### config.mk
export PLATFORM = sky130hd
export DESIGN_NAME = vcap_line_writer_flat
export DESIGN_NICKNAME = d
export VERILOG_FILES = /design/src/rtl/vcap_line_writer_if.sv /design/src/rtl/vcap_line_writer.sv /design/src/flat_wrapper.sv
export SDC_FILE = /design/constraint.sdc
export NUM_CORES = 1
export LEC_CHECK = 0
export ABC_AREA = 1
export CAP_MARGIN = 20
export CORE_UTILIZATION = 25
export CTS_CLUSTER_DIAMETER = 30
export DETAILED_ROUTE_END_ITERATION = 8
export GPL_TIMING_DRIVEN = 0
export SLEW_MARGIN = 20
export SYNTH_ARGS = -nofsm -noshare
export SYNTH_HDL_FRONTEND = slang
export SYNTH_SLANG_ARGS = --single-unit
### constraint.sdc
create_clock -name i_ram_clk -period 3.65 [get_ports i_ram_clk]
set_input_delay 0.73 -clock i_ram_clk [delete_from_list [all_inputs] [get_ports i_ram_clk]]
set_output_delay 0.73 -clock i_ram_clk [all_outputs]
set_load 0.05 [all_outputs]
### src/rtl/vcap_line_writer_if.sv
// -----------------------------------------------------------------------------
// vcap_line_writer_if
// Groups the two handshakes of the video-capture line writer:
//   - capture FIFO side: i_fifo_active (line waiting), i_fifo_line (its line
//     number), i_fifo_data (show-ahead head word {R,G,B}), o_fifo_next (pop),
//     o_fifo_reset (one-cycle release of i_fifo_active)
//   - RAM burst-write side: o_ram_req/o_ram_addr/o_ram_len (burst command),
//     i_ram_ack (command accepted), i_ram_data_next (word consumed this
//     cycle), o_ram_data (write word)
// Signal names carry the writer's point of view (i_ = into the writer).
// modport master: the line writer.  modport slave: the FIFO/RAM environment.
// -----------------------------------------------------------------------------
interface vcap_line_writer_if;
    logic        i_fifo_active;
    logic [8:0]  i_fifo_line;
    logic [11:0] i_fifo_data;
    logic        o_fifo_next;
    logic        o_fifo_reset;
    logic        o_ram_req;
    logic [18:0] o_ram_addr;
    logic [3:0]  o_ram_len;
    logic        i_ram_ack;
    logic        i_ram_data_next;
    logic [15:0] o_ram_data;

    modport master (
        input  i_fifo_active, i_fifo_line, i_fifo_data, i_ram_ack, i_ram_data_next,
        output o_fifo_next, o_fifo_reset, o_ram_req, o_ram_addr, o_ram_len, o_ram_data
    );

    modport slave (
        output i_fifo_active, i_fifo_line, i_fifo_data, i_ram_ack, i_ram_data_next,
        input  o_fifo_next, o_fifo_reset, o_ram_req, o_ram_addr, o_ram_len, o_ram_data
    );
endinterface

### src/rtl/vcap_line_writer.sv
// -----------------------------------------------------------------------------
// vcap_line_writer
// Moves one captured video line at a time from a show-ahead capture FIFO into
// frame-buffer RAM as a sequence of burst writes, or drains and discards the
// line when capture is disabled.
//
// Ports
//   i_ram_clk        RAM-domain clock, all state on its rising edge
//   i_reset          synchronous active-high reset
//   i_enable         1: store lines to RAM, 0: drain and discard (latched per line)
//   i_buf_sel        frame buffer select (latched per line)
//   i_x_size         capture width  - 1
//   i_y_size         capture height - 1
//   bus              FIFO + RAM handshakes (vcap_line_writer_if.master)
//   o_busy           state machine not idle
//   o_line_done      one-cycle pulse per completed line
//   o_frame_done     one-cycle pulse when the completed line is the last one
//   o_lines_dropped  saturating count of drained lines
//
// RAM word address = {buf, line[8:0], col[8:0]}; a line holds at most 512 words.
// -----------------------------------------------------------------------------
module vcap_line_writer #(
    parameter int SCR_SIZE_BIT = 10,
    parameter int BURST_LEN    = 8
) (
    input  logic                    i_ram_clk,
    input  logic                    i_reset,
    input  logic                    i_enable,
    input  logic                    i_buf_sel,
    input  logic [SCR_SIZE_BIT:0]   i_x_size,
    input  logic [SCR_SIZE_BIT:0]   i_y_size,
    vcap_line_writer_if.master      bus,
    output logic                    o_busy,
    output logic                    o_line_done,
    output logic                    o_frame_done,
    output logic [7:0]              o_lines_dropped
);

    localparam int XW = SCR_SIZE_BIT + 1;

    typedef enum logic [2:0] {
        IDLE,
        SETUP,
        REQ,
        DATA,
        DRAIN,
        DONE,
        WAIT
    } state_t;

    state_t      state_q;
    logic [8:0]  line_q;
    logic        buf_q;
    logic [9:0]  col_q;
    logic [9:0]  remain_q;
    logic [3:0]  beats_q;
    logic        busy_q;
    logic        ram_req_q;
    logic [18:0] ram_addr_q;
    logic [3:0]  ram_len_q;
    logic        line_done_q;
    logic        frame_done_q;
    logic        fifo_reset_q;
    logic [7:0]  dropped_q;

    logic [9:0]  remain_init;
    logic [8:0]  y_last;
    logic [8:0]  col_lo_next;

    // Words in the line: width clamped to 512 so col never wraps.
    generate
        if (XW > 9) begin : g_wide
            logic unused_y_hi;
            assign remain_init = (i_x_size >= XW'(511)) ? 10'd512 : (10'(i_x_size) + 10'd1);
            // Only the low nine bits of the height match a line number.
            assign y_last      = i_y_size[8:0];
            assign unused_y_hi = ^i_y_size[XW-1:9];
        end else begin : g_narrow
            assign remain_init = 10'(i_x_size) + 10'd1;
            assign y_last      = 9'(i_y_size);
        end
    endgenerate

    assign col_lo_next = col_q[8:0] + 9'd1;

    // Length of the next burst given the words still owed for this line.
    function automatic logic [3:0] burst_of(input logic [9:0] words);
        return (words > 10'(BURST_LEN)) ? 4'(BURST_LEN) : words[3:0];
    endfunction

    always_ff @(posedge i_ram_clk) begin
        if (i_reset) begin
            state_q      <= IDLE;
            line_q       <= 9'd0;
            buf_q        <= 1'b0;
            col_q        <= 10'd0;
            remain_q     <= 10'd0;
            beats_q      <= 4'd0;
            busy_q       <= 1'b0;
            ram_req_q    <= 1'b0;
            ram_addr_q   <= 19'd0;
            ram_len_q    <= 4'd0;
            line_done_q  <= 1'b0;
            frame_done_q <= 1'b0;
            fifo_reset_q <= 1'b0;
            dropped_q    <= 8'd0;
        end else begin
            line_done_q  <= 1'b0;
            frame_done_q <= 1'b0;
            fifo_reset_q <= 1'b0;

            case (state_q)
                IDLE: begin
                    if (bus.i_fifo_active) begin
                        state_q <= SETUP;
                        busy_q  <= 1'b1;
                    end
                end

                SETUP: begin
                    line_q   <= bus.i_fifo_line;
                    buf_q    <= i_buf_sel;
                    col_q    <= 10'd0;
                    remain_q <= remain_init;
                    if (i_enable) begin
                        // First burst command is registered on the way into REQ.
                        state_q    <= REQ;
                        ram_req_q  <= 1'b1;
                        ram_addr_q <= {i_buf_sel, bus.i_fifo_line, 9'd0};
                        ram_len_q  <= burst_of(remain_init);
                    end else begin
                        state_q <= DRAIN;
                    end
                end

                REQ: begin
                    if (bus.i_ram_ack) begin
                        beats_q    <= ram_len_q;
                        ram_req_q  <= 1'b0;
                        ram_addr_q <= 19'd0;
                        ram_len_q  <= 4'd0;
                        state_q    <= DATA;
                    end
                end

                DATA: begin
                    if (bus.i_ram_data_next) begin
                        beats_q  <= beats_q - 4'd1;
                        remain_q <= remain_q - 10'd1;
                        col_q    <= col_q + 10'd1;
                        if (beats_q == 4'd1) begin
                            if (remain_q == 10'd1) begin
                                state_q      <= DONE;
                                line_done_q  <= 1'b1;
                                fifo_reset_q <= 1'b1;
                                frame_done_q <= (line_q == y_last);
                            end else begin
                                state_q    <= REQ;
                                ram_req_q  <= 1'b1;
                                ram_addr_q <= {buf_q, line_q, col_lo_next};
                                ram_len_q  <= burst_of(remain_q - 10'd1);
                            end
                        end
                    end
                end

                DRAIN: begin
                    remain_q <= remain_q - 10'd1;
                    if (remain_q == 10'd1) begin
                        state_q      <= DONE;
                        line_done_q  <= 1'b1;
                        fifo_reset_q <= 1'b1;
                        frame_done_q <= (line_q == y_last);
                        if (dropped_q != 8'hFF) begin
                            dropped_q <= dropped_q + 8'd1;
                        end
                    end
                end

                DONE: begin
                    state_q <= WAIT;
                end

                WAIT: begin
                    // The FIFO needs a cycle to drop its level flag after the
                    // release pulse; waiting for it avoids re-running the line.
                    if (!bus.i_fifo_active) begin
                        state_q <= IDLE;
                        busy_q  <= 1'b0;
                    end
                end

                default: begin
                    state_q <= IDLE;
                    busy_q  <= 1'b0;
                end
            endcase
        end
    end

    // Pops and write data must follow the RAM's consume strobe in the same
    // cycle, so they are decoded from state; reset masks them immediately.
    assign bus.o_fifo_next = !i_reset &&
                             (((state_q == DATA) && bus.i_ram_data_next) || (state_q == DRAIN));
    assign bus.o_ram_data  = (!i_reset && (state_q == DATA)) ? {4'b0000, bus.i_fifo_data} : 16'h0000;

    assign bus.o_fifo_reset = fifo_reset_q;
    assign bus.o_ram_req    = ram_req_q;
    assign bus.o_ram_addr   = ram_addr_q;
    assign bus.o_ram_len    = ram_len_q;
    assign o_busy           = busy_q;
    assign o_line_done      = line_done_q;
    assign o_frame_done     = frame_done_q;
    assign o_lines_dropped  = dropped_q;

endmodule
### src/flat_wrapper.sv
// flat-port wrapper written by rule: the top's interface ports become plain ports
module vcap_line_writer_flat 
#(
    parameter int SCR_SIZE_BIT = 10,
    parameter int BURST_LEN    = 8
)
  (i_ram_clk, i_reset, i_enable, i_buf_sel, i_x_size, i_y_size, o_busy, o_line_done, o_frame_done, o_lines_dropped, bus_i_fifo_active, bus_i_fifo_line, bus_i_fifo_data, bus_i_ram_ack, bus_i_ram_data_next, bus_o_fifo_next, bus_o_fifo_reset, bus_o_ram_req, bus_o_ram_addr, bus_o_ram_len, bus_o_ram_data);
  vcap_line_writer_if bus_i ();
  input  logic i_ram_clk;
  input  logic i_reset;
  input  logic i_enable;
  input  logic i_buf_sel;
  input  logic [SCR_SIZE_BIT:0] i_x_size;
  input  logic [SCR_SIZE_BIT:0] i_y_size;
  output logic o_busy;
  output logic o_line_done;
  output logic o_frame_done;
  output logic [7:0] o_lines_dropped;
  input wire logic [$bits(bus_i.i_fifo_active)-1:0] bus_i_fifo_active;
  input wire logic [$bits(bus_i.i_fifo_line)-1:0] bus_i_fifo_line;
  input wire logic [$bits(bus_i.i_fifo_data)-1:0] bus_i_fifo_data;
  input wire logic [$bits(bus_i.i_ram_ack)-1:0] bus_i_ram_ack;
  input wire logic [$bits(bus_i.i_ram_data_next)-1:0] bus_i_ram_data_next;
  output wire logic [$bits(bus_i.o_fifo_next)-1:0] bus_o_fifo_next;
  output wire logic [$bits(bus_i.o_fifo_reset)-1:0] bus_o_fifo_reset;
  output wire logic [$bits(bus_i.o_ram_req)-1:0] bus_o_ram_req;
  output wire logic [$bits(bus_i.o_ram_addr)-1:0] bus_o_ram_addr;
  output wire logic [$bits(bus_i.o_ram_len)-1:0] bus_o_ram_len;
  output wire logic [$bits(bus_i.o_ram_data)-1:0] bus_o_ram_data;
  assign bus_i.i_fifo_active = bus_i_fifo_active;
  assign bus_i.i_fifo_line = bus_i_fifo_line;
  assign bus_i.i_fifo_data = bus_i_fifo_data;
  assign bus_i.i_ram_ack = bus_i_ram_ack;
  assign bus_i.i_ram_data_next = bus_i_ram_data_next;
  assign bus_o_fifo_next = bus_i.o_fifo_next;
  assign bus_o_fifo_reset = bus_i.o_fifo_reset;
  assign bus_o_ram_req = bus_i.o_ram_req;
  assign bus_o_ram_addr = bus_i.o_ram_addr;
  assign bus_o_ram_len = bus_i.o_ram_len;
  assign bus_o_ram_data = bus_i.o_ram_data;
  vcap_line_writer #(.SCR_SIZE_BIT(SCR_SIZE_BIT), .BURST_LEN(BURST_LEN)) u_core (.i_ram_clk(i_ram_clk), .i_reset(i_reset), .i_enable(i_enable), .i_buf_sel(i_buf_sel), .i_x_size(i_x_size), .i_y_size(i_y_size), .bus(bus_i), .o_busy(o_busy), .o_line_done(o_line_done), .o_frame_done(o_frame_done), .o_lines_dropped(o_lines_dropped));
endmodule
Word level (Yosys, flattened, before mapping)

Index checks and enable logic that the tools add are counted.

Register bits: 72
Input bits: 50
Output and inout port bits: 53
Word-level logic and storage cells: 108

Add/subtract/negate cells: 6
Order comparisons: 3
Eq/ne operators: 18
Muxes and demuxes: 49
Bitwise gates (word level): 1
Reductions and logical operators: 18

Operators with widths:

| kind                    | number |
|---|---|
| $mux W19                | 5 |
| $pmux W19 S3            | 1 |
| $mux W4                 | 9 |
| $mux W10                | 3 |
| $pmux W10 S3            | 1 |
| $mux W3                 | 8 |
| $pmux W3 S7             | 1 |
| $add A10 B1 Y10 const B | 2 |
| $gt A10 B4 Y1 const B   | 2 |
| $pmux W10 S2            | 1 |
| $mux W1                 | 13 |
| $mux W12                | 1 |
| $ne A2 B2 Y1 const B    | 6 |
| $pmux W4 S3             | 1 |
| $reduce_and A6 Y1       | 2 |
| $ge A11 B9 Y1 const B   | 1 |
| $eq A10 B1 Y1 const B   | 1 |
| $sub A10 B1 Y10 const B | 1 |
| $add A9 B1 Y9 const B   | 1 |
| $eq A3 B3 Y1 const B    | 3 |
| $eq A9 B9 Y1            | 1 |
| $reduce_and A3 Y1       | 3 |
| $add A8 B1 Y8 const B   | 1 |
| $ne A8 B8 Y1 const B    | 1 |
| 17 further kinds        | 26 |

Depth between registers and ports, before layout

Gate-level depths: netlist (run 1).

Word-level depth: 7
Gate-level depth with buffers: 13
Gate-level depth less buffers: 13

Worst setup path before layout (run 1)

No wires, ideal clock.

Path kind: input -> output
From: input i_reset
To: output bus_o_ram_data[10]
Arrival: 2013 ps
Data required time: 2920 ps
Setup slack: 907 ps
Cell stages on the path: 5
Cells stage by stage: clkbuf_1 inv_1 nand2_1 clkbuf_1 nor2_1

Cells in the longest elaborated chain, start to end: 3

Ends and longest elaborated chain:

| element             | RTL line                | text |
|---|---|---|
| from (decl)         | flat_wrapper.sv:10      | `input logic i_reset;` |
| $logic_not A1 Y1    | vcap_line_writer.sv:205 | `assign bus.o_ram_data = (!i_reset && (state_q == DATA)) ? {4'b0000, bus.i_fifo_data} : 16'h0000;` |
| $logic_and A1 B1 Y1 | vcap_line_writer.sv:205 |  |
| $mux W12            | vcap_line_writer.sv:205 |  |
| to (decl)           | flat_wrapper.sv:29      | `output wire logic [$bits(bus_i.o_ram_data)-1:0] bus_o_ram_data;` |

No other way between the ends.

Worst setup path after layout (run 1)

From: input bus_i_ram_data_next
To: output bus_o_fifo_next

Cells in the longest elaborated chain, start to end: 3

Ends and longest elaborated chain:

| element             | RTL line                | text |
|---|---|---|
| from (decl)         | flat_wrapper.sv:23      | `input wire logic [$bits(bus_i.i_ram_data_next)-1:0] bus_i_ram_data_next;` |
| $logic_and A1 B1 Y1 | vcap_line_writer.sv:204 | `(((state_q == DATA) && bus.i_ram_data_next) \|\| (state_q == DRAIN));` |
| $logic_or A1 B1 Y1  | vcap_line_writer.sv:204 |  |
| $logic_and A1 B1 Y1 | vcap_line_writer.sv:203 | `assign bus.o_fifo_next = !i_reset &&` |
| to (decl)           | flat_wrapper.sv:24      | `output wire logic [$bits(bus_i.o_fifo_next)-1:0] bus_o_fifo_next;` |

No other way between the ends.

==> results.yml, run 1 <==
clock_tree:
  insertion_delay_ns: 0.34
  tritoncts: "built"
  cts.reportedPaths.clkPinSlew_ns: 0.06
  clockBufferDepth: 2
  cts_resized: 0
  clock_sinks: 71
  clockRootBuffer: "clkbuf_16"
  cts.htree.levels: 3
  hold_buffers: 0
  postCtsSetupRepairBufs: 0
  cts_buffers: 9
critical_path:
  crit_type: "in -> out"
  end_kind: "primary output"
  critPathLaunchType: "input pin"
  path_cells: "clkdlybuf4s50_1 > inv_1 > nor2_1 > inv_1 > a21oi_1 > clkdlybuf4s50_1"
  slowest_stage: "clkdlybuf4s50_1"
  critical-path-top-delay-family: "buffers and inverters"
  cp_max_fo: 4
  crit_required_ns: 2.92
  path_buf_inv: 4
  slowest_delay_ns: 0.86
  worstPathArrival_ns: 2.76
pwr:
  power_density_nw_per_um2: 742.8
  cell_internal_pwr_w: 0.002323
  power_frac_clock: 0.227
  ir_worst_vdd_uv: 315.4
  seqPwrFrac: 0.274
  p_leak_nw: 2.353
  p_sw_frac: 0.4544
  p_switching_w: 0.001935
  pwr-share-comb: 0.499
sta:
  max_freq_ghz: 0.2867
  rsz0062_at_grt: "false"
  fin_crit_sh: 0.9555
  setup-violations-final: 0
  finalHoldViolations: 0
  whs_ns: 0.4637
  relSlewSlack: 0.5543
  final_max_slew_viol_count: 0
  fin_worst_skew_ns: 0.01140
  finalSetupTns_ns: 0
  fin_ws_ns: 0.1623
  min_period_ns: 3.488
  worst_pin_slew_ns: 0.6602
synthesis:
  synth.top_cell.area_share: 0.3402
  synth_edf_count: 0
  synth_area_um2: 4178
  synth_common_cells: "131 x nand2_1, 75 x inv_1, 72 x nor2_1, 71 x dfxtp_1, 54 x a21oi_1"
  synth_most_common_cell: "nand2_1"
  syn_inst: 630
  synth.largest_area_cell: "dfxtp_1"
  synth_area_per_cell_um2: 6.631
  yosysSeqAreaShare: 0.3402
  synthTopCellsByArea: "dfxtp_1 34%, nand2_1 12%, inv_1 6.7%"
  synth_ff_type: "dfxtp_1"
  yosysWarnings: 0
  ys_seq_elements: 71
  ys_types: 45
  ys_async_sr_fraction: 0
cells_and_area:
  antenna_cells: 0
  final_nets: 799
  drive_gt1_frac: 0.07537
  syn2layout_area_growth_pct: 37.20
  nFillCells: 1741
  post-route-util: 0.3557
floorplan:
  core_area_um2: 16120
  die_w_um: 131.3
  rows: 46
  ios: 103
  start_util: 0.2592
  dieArea_um2: 17230
  die_h_um: 131.3
flow_run:
  max_cap_violations: 0
status:
  outcome: "finished, final reports clean"
route:
  routed_wl_mm: 12.58
  drc: 0
  drt_iter0_markers: 252
  vias_per_cell: 4.620
  drt_pass1_iterations: 5
  ant_nets: 0
  vias: 4431
  wl_per_cell_um: 13.12
grt:
  overflow: 0
  antenna_found_initial: 0
  grt_max_degree: 13
  grt_pass1_wl_mm: 20.79
  grt_pass1_vias: 4244
  grt_usage: 0.1496
placed_design:
  pre_cts_slack_ns: 0.1588
  hpwl_mm: 9.523
  routabilityCongestion: 0.8685
  io_buffers: 95
min_path:
  hold_path_class: "reg -> reg"
[power by group through the flow]
stage | Clock, W | Combinational [W] | Sequential [W]
3_5_place_dp | 0 | 0.00211 | 0.00118
3_3_place_gp | 0 | 0.00209 | 0.00118
2_1_floorplan | 0 | 0.00138 | 0.00132
4_1_cts | 0.000978 | 0.00212 | 0.00116
5_1_grt | 0.00103 | 0.00239 | 0.00119
6_report | 0.000967 | 0.00212 | 0.00117
[worst min-delay path: cells and delay by family (launching register included)]
family	cells	cell delay [ns]
AOI/OAI and AO/OA	1	0.05
DFF	1	0.31
and+or+nand+nor	1	0.06
[cells by family after synthesis]
group,after synthesis,share of synthesized area
adder cells (fa/ha/maj),10,0.02995
buffers and inverters,108,0.1087
AO/OA/AOI/OAI,133,0.1821
other,1,0.0008976
XOR/XNOR,11,0.02306
flip-flops,71,0.3402
AND/OR/NAND/NOR,296,0.3151
[metal layers]
metal  part of all wire  up-vias  global-route usage
met2               0.47      111              0.2402
met4              0.012        0             0.05556
met1               0.47     2013              0.1962
met5                  0        -                   0
li1                   -     2297                   -
met3              0.046       10             0.03125
[final cells by class]
class                           count  area [um^2]  area share
Buffer                             24        138.9     0.02423
Clock buffer                       10        239.0     0.04169
Clock inverter                      5        82.58     0.01441
Inverter                           84        315.3     0.05501
Multi-Input combinational cell    454         2313      0.4036
Sequential cell                    71         1421      0.2480
Tap cell                          216        270.3     0.04715
Timing Repair Buffer               95        950.9      0.1659
[stage by stage]
step                instances  area [um^2]  power (W)
detailed placement        944         5410   0.003290
CTS                       959         5732   0.004267
floorplan                 633         4189   0.002703
global placement          944         5410   0.003275
finish                    959         5732   0.004258
global route              959         5732   0.004619
[state kept, by name (all words and copies together) (netlist names)]
register	cells
u_core.bus.o_ram_len	4
u_core.o_line_done	1
u_core.o_busy	1
u_core.beats_q	4
u_core.state_q	3
u_core.buf_q	1
u_core.o_frame_done	1
u_core.bus.o_ram_addr	19
u_core.col_q	9
u_core.remain_q	10
u_core.line_q	9
u_core.bus.o_ram_req	1
u_core.o_lines_dropped	8
[placed cells by master (no fill, tap or decap), types with 3 or more instances in the layout]
| cell | n |
|---|---|
| nand2_1 | 131 |
| nand4_1 | 17 |
| nand3b_1 | 3 |
| buf_2 | 3 |
| o21ai_1 | 17 |
| clkdlybuf4s50_1 | 95 |
| buf_4 | 6 |
| nand3_1 | 35 |
| xnor2_1 | 4 |
| o21ai_0 | 26 |
| nand2_2 | 3 |
| ha_1 | 10 |
| conb_1 | 4 |
| or2_2 | 4 |
| inv_1 | 75 |
| a21oi_1 | 54 |
| nor2_1 | 72 |
| xor2_1 | 7 |
| nor4_1 | 3 |
| a211oi_1 | 4 |
| a221oi_1 | 3 |
| dfxtp_1 | 71 |
| clkbuf_16 | 9 |
| buf_6 | 3 |
| inv_2 | 8 |
| a31oi_1 | 17 |
| a22oi_1 | 3 |
| clkbuf_1 | 10 |
| nor2_2 | 5 |
| nor3_1 | 14 |
[final timing paths]
path	from	to	slack, ns	depth (start not counted)
setup / recovery	bus_i_ram_data_next	bus_o_fifo_next	0.16	6
hold / removal	u_core.bus.o_ram_addr[4]	u_core.bus.o_ram_addr[4]	0.46	2
setup reg to reg	u_core.state_q[1]	u_core.bus.o_ram_addr[16]	1.27	7
hold reg to reg	u_core.bus.o_ram_addr[4]	u_core.bus.o_ram_addr[4]	0.46	2
No activity file was read; power rests on OpenSTA's default activity.
==> run 2, diff against run 1 <==
--- a/config.mk
+++ b/config.mk
@@ -7,11 +7,13 @@
 export LEC_CHECK = 0
 export ABC_AREA = 1
 export CAP_MARGIN = 20
+export CORE_ASPECT_RATIO = 2
 export CORE_UTILIZATION = 25
-export CTS_CLUSTER_DIAMETER = 30
+export CTS_CLUSTER_DIAMETER = 80
 export DETAILED_ROUTE_END_ITERATION = 8
 export GPL_TIMING_DRIVEN = 0
 export SLEW_MARGIN = 20
 export SYNTH_ARGS = -nofsm -noshare
 export SYNTH_HDL_FRONTEND = slang
 export SYNTH_SLANG_ARGS = --single-unit
+export TNS_END_PERCENT = 30
==> results.yml, run 2 (synthesized netlist as in run 1, its figures left out) <==
cells_and_area:
  final_cell_mix: "131 x nand2_1, 95 x clkdlybuf4s50_1, 75 x inv_1"
  drive_gt1_frac: 0.07527
  mostFrequentLayoutCell: "nand2_1"
  syn2layout_area_growth_pct: 36.66
  antenna_cells: 0
  final_nets: 799
  largest_register_ffs: 19
route:
  vias: 4532
  routed_wl_mm: 13.38
  drt_iter0_markers: 189
  ant_nets: 0
  drc: 0
  wl_per_cell_um: 14.11
  vias_per_cell: 4.781
  drt_pass1_iterations: 4
clock_tree:
  hold_buffers: 0
  tritoncts: "built"
  cts.reportedPaths.clkPinSlew_ns: 0.06
  insertion_delay_ns: 0.34
  cts.htree.levels: 3
  clockBufferDepth: 2
  postCtsSetupRepairBufs: 0
  clockRootBuffer: "clkbuf_16"
  clock_sinks: 71
  cts_buffers: 9
  cts_resized: 0
critical_path:
  cp_max_fo: 4
  startpoint: "bus_i_ram_data_next"
  reg2reg_to: "u_core.bus.o_ram_addr[10]"
  critical-path-top-delay-family: "buffers and inverters"
  cp.depth: 6
  r2r_cells: 7
  crit_required_ns: 2.92
  worstPathArrival_ns: 2.77
  end_kind: "primary output"
  crit_type: "in -> out"
  regToRegSetupSlack_ns: 1.21
  crit_path_end: "bus_o_fifo_next"
  slowest_stage: "clkdlybuf4s50_1"
  r2r-start: "u_core.state_q[1]"
  critPathLaunchType: "input pin"
  path_cells: "clkdlybuf4s50_1 > inv_1 > nor2_1 > inv_1 > a21oi_1 > clkdlybuf4s50_1"
  slowest_delay_ns: 0.86
  path_buf_inv: 4
placed_design:
  routabilityCongestion: 0.8459
  hpwl_mm: 10.60
  io_buffers: 95
  pre_cts_slack_ns: 0.1367
sta:
  min_period_ns: 3.504
  fin_ws_ns: 0.1456
  setup-violations-final: 0
  fin_crit_sh: 0.9601
  finalHoldViolations: 0
  worst_pin_slew_ns: 0.6224
  finalSetupTns_ns: 0
  whs_ns: 0.4660
  max_freq_ghz: 0.2854
  final_max_slew_viol_count: 0
  rsz0062_at_grt: "false"
  relSlewSlack: 0.5798
  fin_worst_skew_ns: 0.008207
flow_run:
  max_cap_violations: 0
floorplan:
  dieArea_um2: 17260
  start_util: 0.2568
  core_area_um2: 16270
  die_h_um: 184.8
  rows: 66
  die_w_um: 93.41
  ios: 103
grt:
  grt_usage: 0.1612
  antenna_found_initial: 0
  grt_max_degree: 13
  grt_pass1_vias: 4464
  overflow: 0
  grt_pass1_wl_mm: 21.25
min_path:
  min_from: "u_core.bus.o_ram_addr[5]"
  hold_path_class: "reg -> reg"
pwr:
  ir_worst_vdd_uv: 320.7
  power_density_nw_per_um2: 747.6
  p_leak_nw: 2.343
status:
  outcome: "finished, final reports clean"
-- run 2: changes by cell type in the layout (fill, tap and decap cells not counted), sizes merged --
| cell | change |
|---|---|
| clkinvlp | +2 |
| clkinv | -1 |
-- run 2: where the power goes --
part / leakage (nW) / switching (W) / total (W) / internal, W
registers: 0.580 / 0.000205 / 0.00118 / 0.000977
logic: 1.61 / 0.00141 / 0.00214 / 0.000730
clock network: 0.148 / 0.000349 / 0.000945 / 0.000596
total: 2.34 / 0.00197 / 0.00427 / 0.00230
-- run 2: final cells by class --
| type | instances | area (um^2) |
|---|---|---|
| Fill cell | 1760 | 10560 |
| Multi-Input combinational cell | 454 | 2313 |
| Sequential cell | 71 | 1421 |
| Timing Repair Buffer | 95 | 950.9 |
| Inverter | 84 | 315.3 |
| Tap cell | 204 | 255.2 |
| Clock buffer | 10 | 229.0 |
| Buffer | 24 | 138.9 |
| Clock inverter | 6 | 85.08 |
-- run 2: worst register-to-register path: stages (launching register included) --
cell and delay, ns:
dfxtp_1 0.51, ha_1 0.20, buf_2 0.20, clkinv_1 0.32, nor2_1 0.42, clkbuf_1 0.42, nand2_1 0.11, a31oi_1 0.19
-- run 2: per-stage QoR --
stage / std cells / total power, W / util / cell area, um^2
2_1_floorplan: 633 / 0.002703 / - / 4189
3_3_place_gp: 932 / 0.003292 / 0.3316 / 5395
3_5_place_dp: 932 / 0.003316 / 0.3316 / 5395
4_1_cts: 948 / 0.004272 / 0.3509 / 5709
5_1_grt: 948 / 0.004570 / 0.3509 / 5709
6_report: 948 / 0.004268 / 0.3509 / 5709
-- run 2: how the worst min path moves through the flow --
stage / to / slack, ns / cells past startpoint
6_report: u_core.bus.o_ram_addr[5] / 0.47 / 2
5_1_grt: u_core.bus.o_ram_addr[6] / 0.48 / 2
4_1_cts: u_core.bus.o_ram_addr[7] / 0.47 / 2
3_5_place_dp: u_core.bus.o_ram_addr[7] / 0.46 / 2
3_3_place_gp: u_core.buf_q / 0.46 / 2
2_1_floorplan: u_core.buf_q / 0.45 / 2
-- run 2: layer usage --
layer,up-vias,track usage,share of wire
met1,2070,0.1449,0.36
met5,-,0,0
met2,136,0.3179,0.55
li1,2295,-,-
met4,0,0.09785,0.046
met3,31,0.03243,0.042
==> run 3, diff against run 2 <==
--- a/config.mk
+++ b/config.mk
@@ -12,6 +12,7 @@
 export CTS_CLUSTER_DIAMETER = 80
 export DETAILED_ROUTE_END_ITERATION = 8
 export GPL_TIMING_DRIVEN = 0
+export SKIP_LAST_GASP = 1
 export SLEW_MARGIN = 20
 export SYNTH_ARGS = -nofsm -noshare
 export SYNTH_HDL_FRONTEND = slang
==> results of run 3 <==
Final layout, timing and power as in run 2 (identical DEF).
==> RTL change: new RTL, flow settings as in run 1 <==
`SCR_SIZE_BIT` is set to 10 in 2 places; all go to 20.
--- a/src/rtl/vcap_line_writer.sv
+++ b/src/rtl/vcap_line_writer.sv
@@ -20,7 +20,7 @@
 // RAM word address = {buf, line[8:0], col[8:0]}; a line holds at most 512 words.
 // -----------------------------------------------------------------------------
 module vcap_line_writer #(
-    parameter int SCR_SIZE_BIT = 10,
+    parameter int SCR_SIZE_BIT = 20,
     parameter int BURST_LEN    = 8
 ) (
     input  logic                    i_ram_clk,
--- a/src/flat_wrapper.sv
+++ b/src/flat_wrapper.sv
@@ -1,7 +1,7 @@
 // flat-port wrapper written by rule: the top's interface ports become plain ports
 module vcap_line_writer_flat 
 #(
-    parameter int SCR_SIZE_BIT = 10,
+    parameter int SCR_SIZE_BIT = 20,
     parameter int BURST_LEN    = 8
 )
   (i_ram_clk, i_reset, i_enable, i_buf_sel, i_x_size, i_y_size, o_busy, o_line_done, o_frame_done, o_lines_dropped, bus_i_fifo_active, bus_i_fifo_line, bus_i_fifo_data, bus_i_ram_ack, bus_i_ram_data_next, bus_o_fifo_next, bus_o_fifo_reset, bus_o_ram_req, bus_o_ram_addr, bus_o_ram_len, bus_o_ram_data);
Ports: changed (resized i_x_size and i_y_size); port bits go from 103 to 123. The function was not compared with the original's and may differ.
==> RTL change against run 1 <==
- count of clock-buffer cells in the layout unchanged
- setup slack better by 0.096 ns
- utilization is 0.10 points lower
- routed wire length is 1.7% lower
- clock skew decreased by 0.0040 ns
- power shrank 10%
- clock power fell by 7.2%
- register-to-register slack gained 0.35 ns
- area after synthesis increased by 0.45%
- first-iteration DRC count grew 15%
- sequential cell count unchanged
- largest cell class unchanged
- cell area up 1.9%
==> RTL change: results (changes against run 1) <==
stage,metric,value,unit,change
place,"Cell Area, Placed",5530,µm²,was 5410 µm²
power_and_ir_drop,Static Leak,2.45,nW,was 2.35 nW
outcome,status,completed,,unchanged
global_route,largest net degree at the start of global routing,13,,unchanged
power_and_ir_drop,VDD IR max,0.000340,V,was 0.000315 V
yosys,part of the Yosys area used for sequential elements,0.339,,was 0.340
routing,first drt pass iteration count,4,,was 5
yosys,synth cell count leaders,"nand2_1, nor2_1, inv_1",,"was nand2_1, inv_1, nor2_1"
place,routability cong.,0.850,,was 0.869
critical_path,Reg2Reg Launch Point,u_core.remain_q[0]$_SDFFE_PP0P_,,was u_core.state_q[1]$_SDFFE_PP0P_
layout,Fill cells,1778,,was 1741
timing,hold slack,0.452,ns,was 0.464 ns
yosys,Synthesis Warnings,0,,unchanged
routing,Detailed Route Iter0 Violations,289,,was 252
yosys,"top cells by area, synth","dfxtp_1, nand2_1, nor2_1",,"was dfxtp_1, nand2_1, inv_1"
critical_path,Critical Path AT,2.66,ns,was 2.76 ns
place,Place WS,-0.0670,ns,was 0.159 ns
hold_path,Hold Crit Start,u_core.buf_q$_SDFFE_PP0P_,,was u_core.bus.o_ram_addr[4]$_SDFFE_PP0P_
critical_path,reg2reg end,u_core.bus.o_ram_len[0]$_SDFFE_PP0P_,,was u_core.bus.o_ram_addr[16]$_SDFFE_PP0P_
cts,root buf cell,clkbuf_16,,unchanged
routing,drt total wl,12400,µm,was 12600 µm
global_route,GRT Util Overall,0.149,,was 0.150
global_route,first-pass GRT wire length,20600,µm,was 20800 µm
place,dpl cells,980,,was 944
yosys,cell area after synthesis,4200,µm²,was 4180 µm²
critical_path,Worst Setup EP,bus_o_ram_data[9],,was bus_o_fifo_next
routing,vias,4464,,was 4431
timing,worst slew pin tran,0.690,ns,was 0.660 ns
critical_path,FF-to-FF path depth,13,,was 7
cts,htree depth,3,,unchanged
critical_path,maximum fanout along the worst path,10,,was 4
yosys,Synth Area in XOR/XNOR,0.0230,,was 0.0231
yosys,compound-cell area share of the yosys netlist,0.186,,was 0.182
yosys,Synth Area in Adders,0.0298,,was 0.0299
cts,Clock Latency Late Sink,0.35,ns,
place,PortBufs,105,,was 95
yosys,synth unique cells,42,,was 45
layout,layout cells sized above 1,0.0659,,was 0.0754
timing,FMAX,0.295,GHz,was 0.287 GHz
yosys,asr flop ratio synth,0,,unchanged
critical_path,Worst setup startpoint,u_core.state_q[2]$_SDFFE_PP0P_,,was bus_i_ram_data_next
place,HPWL after DPL,9360,µm,was 9520 µm
critical_path,FF-to-FF setup slack,1.62,ns,was 1.27 ns
layout,# nets final,850,,was 799
hold_path,hold endpoint,u_core.buf_q$_SDFFE_PP0P_,,was u_core.bus.o_ram_addr[4]$_SDFFE_PP0P_
timing,skew final,0.00737,ns,was 0.0114 ns
global_route,vias in the first global route,4137,,was 4244
routing,Vias/cell,4.49,,was 4.62
yosys,Mapped Cells,652,,was 630
yosys,multiplexer share of the synthesized area,0,,unchanged
[RTL change: critical path: stages (launching register included)]
cell	delay (ns)
dfxtp_1	0.41
inv_2	0.15
nand3_2	0.10
inv_2	0.09
buf_2	0.23
nand2_1	0.15
clkbuf_1	0.24
nor2_1	0.13
clkdlybuf4s50_1	0.80
[RTL change: logic make-up after synthesis]
group | after synthesis
compound gates | 147
xor+xnor | 11
fa+ha+maj | 10
buf+inv | 110
flops | 71
other cells | 1
simple gates | 302
[RTL change: final cells by class]
| class | instances | area (µm²) | share of cell area |
|---|---|---|---|
| buffer | 26 | 138 | 0.0236 |
| clock buffer | 10 | 239 | 0.0409 |
| clock inverter | 5 | 58.8 | 0.0101 |
| inverter | 83 | 312 | 0.0534 |
| multi-input combinational | 474 | 2330 | 0.400 |
| sequential | 71 | 1420 | 0.243 |
| tap | 220 | 275 | 0.0471 |
| timing repair buffer | 105 | 1060 | 0.182 |
[RTL change: what timing repair did]
action	in CTS	in global routing
hold buffers	0	0
gates cloned	0	0
setup buffers	0	0
endpoints found under the setup margin	10	4
endpoints found under the hold margin	0	0
resized for setup	1	4
[RTL change: where the power goes]
group	switching, mW	total (mW)	internal [mW]
clock network	0.353	0.897	0.544
logic	1.17	1.79	0.618
registers	0.178	1.14	0.961
[RTL change: metal layers]
metal	GRT usage	wire length, µm	vias to the layer above	part of all wire
met1	0.200	6230	1979	0.50
met4	0.0517	177	0	0.014
met2	0.233	5370	115	0.43
met3	0.0355	582	15	0.047
met5	0	0	-	0
li1	-	-	2355	-
